`src/rtl/pid_multichannel.sv`:
```
// Time-multiplexed PID controller: NUM_CH loops share one multiplier datapath.
// Optional derivative low-pass filter enabled by macro PID_DERIV_FILTER_EN.
module pid_multichannel #(
    parameter int NUM_CH                 = 4,
    parameter int CH_W                   = 2,
    parameter int INPUT_WIDTH            = 20,
    parameter int OUTPUT_WIDTH           = 16,
    parameter int PID_PARAM_WIDTH        = 16,
    parameter int PID_PARAM_FP_PRECISION = 8,
    parameter int MAX_OVF_SUM            = 4,
    parameter int DFILT_SHIFT            = 2
) (
    input  logic                              clk,
    input  logic                              reset,
    input  logic                              cfg_we,
    input  logic [CH_W-1:0]                   cfg_ch,
    input  logic [1:0]                        cfg_sel,
    input  logic signed [PID_PARAM_WIDTH-1:0] cfg_data,
    input  logic                              int_clr,
    input  logic [CH_W-1:0]                   int_clr_ch,
    input  logic signed [OUTPUT_WIDTH-1:0]    out_min,
    input  logic signed [OUTPUT_WIDTH-1:0]    out_max,
    input  logic                              trig,
    input  logic [CH_W-1:0]                   trig_ch,
    input  logic signed [INPUT_WIDTH-1:0]     setpoint,
    input  logic signed [INPUT_WIDTH-1:0]     feedback,
    output logic                              busy,
    output logic signed [OUTPUT_WIDTH-1:0]    sig_out,
    output logic [CH_W-1:0]                   out_ch,
    output logic                              done
);
    localparam int IW   = INPUT_WIDTH;
    localparam int OW   = OUTPUT_WIDTH;
    localparam int PW   = PID_PARAM_WIDTH;
    localparam int DW   = (IW > OW) ? IW : OW;
    localparam int PADW = DW - IW;
    localparam int SW   = DW + MAX_OVF_SUM;
    localparam int DMW  = IW + 1;
    localparam int AW   = PW + SW + 2;

    typedef enum logic [2:0] {S_IDLE, S_ERR, S_MULT, S_SUM, S_SAT} state_t;
    state_t state, state_n;

    logic signed [PW-1:0]  kp [NUM_CH];
    logic signed [PW-1:0]  ki [NUM_CH];
    logic signed [PW-1:0]  kd [NUM_CH];
    logic signed [SW-1:0]  esum [NUM_CH];
    logic signed [IW-1:0]  prev_fb [NUM_CH];
    logic                  first [NUM_CH];
`ifdef PID_DERIV_FILTER_EN
    logic signed [DMW-1:0] dfilt [NUM_CH];
`endif

    logic [CH_W-1:0]       ch_q;
    logic signed [IW-1:0]  sp_q, fb_q;
    logic signed [PW-1:0]  kp_q, ki_q, kd_q;
    logic signed [DW-1:0]  err_q;
    logic signed [SW-1:0]  cand_q;
    logic signed [DMW-1:0] dm_q;
    logic signed [PW+DW-1:0]  pp_q;
    logic signed [PW+SW-1:0]  pi_q;
    logic signed [PW+DMW-1:0] pd_q;
    logic signed [AW-1:0]  acc_q;
    logic signed [OW-1:0]  res_q;
    logic [CH_W-1:0]       res_ch;
    logic                  pend;

    logic                  accept;
    logic signed [DW-1:0]  sp_a, fb_a, err_c;
    logic signed [DW:0]    diff;
    logic signed [SW:0]    sum_x;
    logic signed [SW-1:0]  cand_c;
    logic signed [DMW-1:0] d_c, dterm;
    logic signed [AW-1:0]  t;
    logic signed [OW-1:0]  r;
    logic                  lo_v, hi_v, commit;

    assign accept = trig && (32'(trig_ch) < NUM_CH);
    assign busy   = (state != S_IDLE);

    always_ff @(posedge clk) begin
        if (reset) state <= S_IDLE;
        else       state <= state_n;
    end

    always_comb begin
        state_n = state;
        unique case (state)
            S_IDLE:  if (accept) state_n = S_ERR;
            S_ERR:   state_n = S_MULT;
            S_MULT:  state_n = S_SUM;
            S_SUM:   state_n = S_SAT;
            S_SAT:   state_n = S_IDLE;
            default: state_n = S_IDLE;
        endcase
    end

    // Inputs narrower than DW are MSB-aligned.
    always_comb begin
        sp_a   = DW'(sp_q) <<< PADW;
        fb_a   = DW'(fb_q) <<< PADW;
        diff   = (DW+1)'(sp_a) - (DW+1)'(fb_a);
        err_c  = (diff[DW] != diff[DW-1]) ?
                 {diff[DW], {(DW-1){~diff[DW]}}} : diff[DW-1:0];
        sum_x  = (SW+1)'(esum[ch_q]) + (SW+1)'(err_c);
        cand_c = (sum_x[SW] != sum_x[SW-1]) ?
                 {sum_x[SW], {(SW-1){~sum_x[SW]}}} : sum_x[SW-1:0];
        d_c    = first[ch_q] ?
                 DMW'(prev_fb[ch_q]) - DMW'(fb_q) : '0;
`ifdef PID_DERIV_FILTER_EN
        dterm  = dfilt[ch_q] + DMW'(((DMW+1)'(d_c)
                 - (DMW+1)'(dfilt[ch_q])) >>> DFILT_SHIFT);
`else
        dterm  = d_c;
`endif
    end

    // Min check first, then max: an inverted window yields out_max.
    always_comb begin
        lo_v   = acc_q < AW'(out_min);
        t      = lo_v ? AW'(out_min) : acc_q;
        hi_v   = t > AW'(out_max);
        r      = hi_v ? out_max : OW'(t);
        commit = !((hi_v && !err_q[DW-1] && (err_q != '0)) ||
                   (lo_v && !hi_v && err_q[DW-1]));
    end

    always_ff @(posedge clk) begin
        if (reset) begin
            for (int i = 0; i < NUM_CH; i++) begin
                kp[i] <= '0;
                ki[i] <= '0;
                kd[i] <= '0;
            end
        end else if (cfg_we) begin
            for (int i = 0; i < NUM_CH; i++) begin
                if (cfg_ch == CH_W'(i)) begin
                    unique case (cfg_sel)
                        2'd0:    kp[i] <= cfg_data;
                        2'd1:    ki[i] <= cfg_data;
                        2'd2:    kd[i] <= cfg_data;
                        default: ;
                    endcase
                end
            end
        end
    end

    // Integrator clear is applied after the commit so it wins.
    always_ff @(posedge clk) begin
        if (reset) begin
            for (int i = 0; i < NUM_CH; i++) begin
                esum[i]    <= '0;
                prev_fb[i] <= '0;
                first[i]   <= 1'b0;
`ifdef PID_DERIV_FILTER_EN
                dfilt[i]   <= '0;
`endif
            end
        end else begin
            for (int i = 0; i < NUM_CH; i++) begin
                if (state == S_SAT && ch_q == CH_W'(i)) begin
                    if (commit) esum[i] <= cand_q;
                    prev_fb[i] <= fb_q;
                    first[i]   <= 1'b1;
`ifdef PID_DERIV_FILTER_EN
                    dfilt[i]   <= dm_q;
`endif
                end
                if (int_clr && int_clr_ch == CH_W'(i)) begin
                    esum[i]  <= '0;
                    first[i] <= 1'b0;
`ifdef PID_DERIV_FILTER_EN
                    dfilt[i] <= '0;
`endif
                end
            end
        end
    end

    always_ff @(posedge clk) begin
        if (reset) begin
            ch_q   <= '0;
            sp_q   <= '0;
            fb_q   <= '0;
            kp_q   <= '0;
            ki_q   <= '0;
            kd_q   <= '0;
            err_q  <= '0;
            cand_q <= '0;
            dm_q   <= '0;
            pp_q   <= '0;
            pi_q   <= '0;
            pd_q   <= '0;
            acc_q  <= '0;
        end else begin
            if (state == S_IDLE && accept) begin
                ch_q <= trig_ch;
                sp_q <= setpoint;
                fb_q <= feedback;
                kp_q <= kp[trig_ch];
                ki_q <= ki[trig_ch];
                kd_q <= kd[trig_ch];
            end
            if (state == S_ERR) begin
                err_q  <= err_c;
                cand_q <= cand_c;
                dm_q   <= dterm;
            end
            if (state == S_MULT) begin
                pp_q <= (PW+DW)'(kp_q) * (PW+DW)'(err_q);
                pi_q <= (PW+SW)'(ki_q) * (PW+SW)'(cand_q);
                pd_q <= (PW+DMW)'(kd_q) * (PW+DMW)'(dm_q);
            end
            if (state == S_SUM)
                acc_q <= (AW'(pp_q) + AW'(pi_q) + AW'(pd_q))
                         >>> PID_PARAM_FP_PRECISION;
        end
    end

    always_ff @(posedge clk) begin
        if (reset) begin
            res_q   <= '0;
            res_ch  <= '0;
            pend    <= 1'b0;
            sig_out <= '0;
            out_ch  <= '0;
            done    <= 1'b0;
        end else begin
            pend <= (state == S_SAT);
            done <= pend;
            if (state == S_SAT) begin
                res_q  <= r;
                res_ch <= ch_q;
            end
            if (pend) begin
                sig_out <= res_q;
                out_ch  <= res_ch;
            end
        end
    end
endmodule

```
`config.mk`:
```
export PLATFORM = sky130hd
export DESIGN_NAME = pid_multichannel
export DESIGN_NICKNAME = d
export VERILOG_FILES = /design/src/rtl/pid_multichannel.sv
export SDC_FILE = /design/constraint.sdc
export NUM_CORES = 2
export LEC_CHECK = 0
export ABC_AREA = 1
export ABC_CLOCK_PERIOD_IN_PS = 12600
export CORE_MARGIN = 2
export CORE_UTILIZATION = 50
export DETAILED_ROUTE_END_ITERATION = 12
export DONT_BUFFER_PORTS = 1
export PLACE_DENSITY = 0.75
export REMOVE_ABC_BUFFERS = 1
export SYNTH_ARGS = -nofsm -noshare
export SYNTH_HDL_FRONTEND = slang
export SYNTH_SLANG_ARGS = --single-unit
```
`constraint.sdc`:
```
create_clock -name clk -period 12.6 [get_ports clk]
set_clock_uncertainty 0.1 [all_clocks]
set_input_delay 1.89 -clock clk [delete_from_list [all_inputs] [get_ports clk]]
set_output_delay 1.89 -clock clk [all_outputs]
set_load 0.02 [all_outputs]
```
==> impl_metrics.toml <==
[run_status]
run_status = "complete, no violations"

[timing]
worst_hold_slack_ps = 367
slew_violations = 0
finalHoldViolCount = 0
max_slew_margin_pct = 12.7
tns_ps = 0
rsz0062_at_grt = "no"
fmax_mhz = 128
min_period_over_period_pct = 62.0
min_period_ps = 7810
finalSetupViolations = 0
tightest_slew_ps = 1300

[logic_synthesis]
synth_compound_area_share_pct = 9.20
synth-async-reset-ratio_pct = 0
synth_xor_area_share_pct = 1.47
yosys-top-cells-count = "inv_1 (2,080), nand2_1 (1,770), nor2_1 (1,273)"
syn_area_sq_mm = 0.0769
yosys_most_used_dff = "edfxtp_1"
ys_ff_latch = 717
muxShareOfSynthArea_pct = 0
avgSynthCellArea_sq_um = 7.92
syn_inst = 9710
synth_top_area_share_pct = 27.8
synth.most_common_cell = "inv_1"
synthSimpleGateAreaFrac_pct = 18.1
synth-edff-count = 372
synthAdderAreaFrac_pct = 35.1
seq_area_frac_synth_pct = 23.5
synth_warnings = 0
ys_types = 56
synth_top_family_by_area = "adder cells"
synth_top_cells_by_area = "fa_1 (28%), edfxtp_1 (15%), inv_1 (10%)"
yosys.area.top_type = "fa_1"

[global_route]
use_met3_pct = 5.60
groute.layer.met2.usage_pct = 47.6
gr-max-usage-layer = "met2"
antenna_found_initial = 5
grt_pass1_vias = 65100
grt_max_degree = 153
grt_pass1_wl_um = 366000
overflow = 0
use_met1_pct = 40.0
grt_usage_pct = 29.9

[clocking]
worstSkewPairLatency_ps = 730
postCtsResizedCells = 0
postCtsSetupBuffers = 0
numCtsBuffers = 79
cts_buffer_depth = 3
root_buffer = "clkbuf_16"
h-tree-depth = 3
cts.sinks = 717
postCtsHoldBufs = 0
cts_tree = "done"
clkSlewWorstSetupHoldPaths_ps = 60

[die]
die_w_um = 396
die_height_um = 396
rows = 143
dieArea_sq_mm = 0.157
core_area_sq_mm = 0.152
pin_count = 121
start_util_pct = 50.5

[setup_path]
cp-start-kind = "input pin"
crit_slowest_cell = "nand3_1"
critical_path_class = "input pin to register"
regToRegStartpoint = "ki_q[4]$_SDFFE_PP0P_"
arrival_ps = 7820
cp_cell_sequence = "inv_1 -> ha_1 -> a21o_1 -> nor2_1 -> nand2_1 -> a21oi_1 -> nand4_2 -> nand2_4 -> inv_1 -> o21ai_0 -> inv_1 -> ha_1 -> nand2_1 -> nor2_1 -> nand4_1 -> nor4_1 -> nand4_1 -> nand3_2 -> nand2_8 -> nand2_1 -> nand3_1"
worst_setup_path_end_kind = "register"
cp_max_fo = 24
required_ps = 12600
startpoint = "out_min[15]"
cpPeakStageDelay_ps = 860

[layout]
fin_util_pct = 53.1
drive_gt1_share_pct = 2.75
final_nets = 11000
areaGrowthSynthToFinish_pct = 5.12
fin_cells = 11500

[routing]
ant_nets = 0
routed_wl_um = 231000
drtIter0Drc = 6508
wire_per_inst_um = 20.1
first_pass_iters = 6
drcViolationCount = 0
vias = 63600
via_per_inst = 5.54

[min_path]
min_path_type = "register to register"
hold_start = "dm_q[12]$_SDFFE_PP0N_"

[placed_design]
dp_hpwl_um = 178000
numPortBuffers = 0
gp_congestion = 0.972
placed_cells = 11300

[power]
pwr_density_cell_mw_per_mm2 = 133
ir_drop_mv = 0.132
design_power_total_mw = 10.7
power_leakage_nw = 38.1

[run]
maxCapViolations = 0
[worst max-delay path, delay by kind of cell]
kind	cells	cell delay, ps
simple gates	13	3670
compound gates	3	640
fa+ha+maj	2	710
buf+inv	3	850
[cells by family after synthesis]
| group | count (synthesis) |
|---|---|
| simple gates | 3481 |
| buf+inv | 2557 |
| fa+ha+maj | 1519 |
| compound gates | 1307 |
| flops | 717 |
| xor+xnor | 129 |
[power by group]
group	internal [mW]	total (mW)	switching, mW
Clock	1.40	2.46	1.06
Sequential	2.62	2.96	0.341
Combinational	1.75	5.31	3.56
Total	5.76	10.7	4.96
[layer usage]
layer  vias to the layer above  share of wire [%]
met4                         4                4.8
met1                     31000                 40
met3                       623                9.8
met5                         -              0.012
met2                      3010                 45
li1                      29000                  -
[final cells by class]
cell class	count	area (sq um)
inverter	2089	7850
timing repair buffer	63	473
clock inverter	39	505
tap	2030	2540
antenna	2	5.00
fill	14100	71500
sequential	717	18100
multi-input combinational	6436	49100
clock buffer	108	2220
[flip-flops by register name (all words and copies together), names as in the netlist, 34 cells and up, named ones only]
| register | count |
|---|---|
| acc_q | 34 |
| esum | 96 |
| kd | 64 |
| ki | 64 |
| kp | 64 |
| pd_q | 37 |
| pi_q | 40 |
| pp_q | 36 |
| prev_fb | 80 |
[metrics by stage]
step / area (sq um) / setup slack [ps]
after floorplan: 75000 / 4140
after global placement: 78100 / 4210
after detailed placement: 78100 / 4060
after CTS: 80800 / 4820
after global routing: 80800 / 4100
final: 80800 / 4790
[worst paths after layout]
path	to	slack (ps)	cells after the start
worst max-delay path	esum[2][21]$_SDFFCE_PP0P_	4790	21
worst min-delay path	dm_q[12]$_SDFFE_PP0N_	370	2
worst max register to register	pi_q[25]$_SDFFE_PP0N_	5500	23
worst min register to register	dm_q[12]$_SDFFE_PP0N_	370	2
[cells in the final DEF, fill, tap and decap left out, types with 5 or more instances in the layout]
cell type / n
nand3_1: 249
inv_6: 5
o21a_1: 8
clkbuf_16: 81
xnor2_1: 47
a21o_1: 26
a21boi_0: 8
a31o_2: 7
nand4_1: 52
clkbuf_1: 18
a21oi_1: 419
clkbuf_8: 9
o221ai_1: 10
o22ai_1: 61
o21ai_0: 636
bufinv_16: 7
fa_1: 1066
nor3_1: 46
o211ai_1: 24
xor2_1: 82
a31oi_1: 54
clkinv_2: 10
nor2_1: 1271
inv_2: 6
inv_1: 2078
or2_2: 33
nor4_1: 25
dfxtp_1: 344
clkinv_1: 11
buf_4: 63
nand2_1: 1770
edfxtp_1: 372
o21bai_1: 33
ha_1: 453
nand3b_1: 7
(Power assumes the default switching activity.)
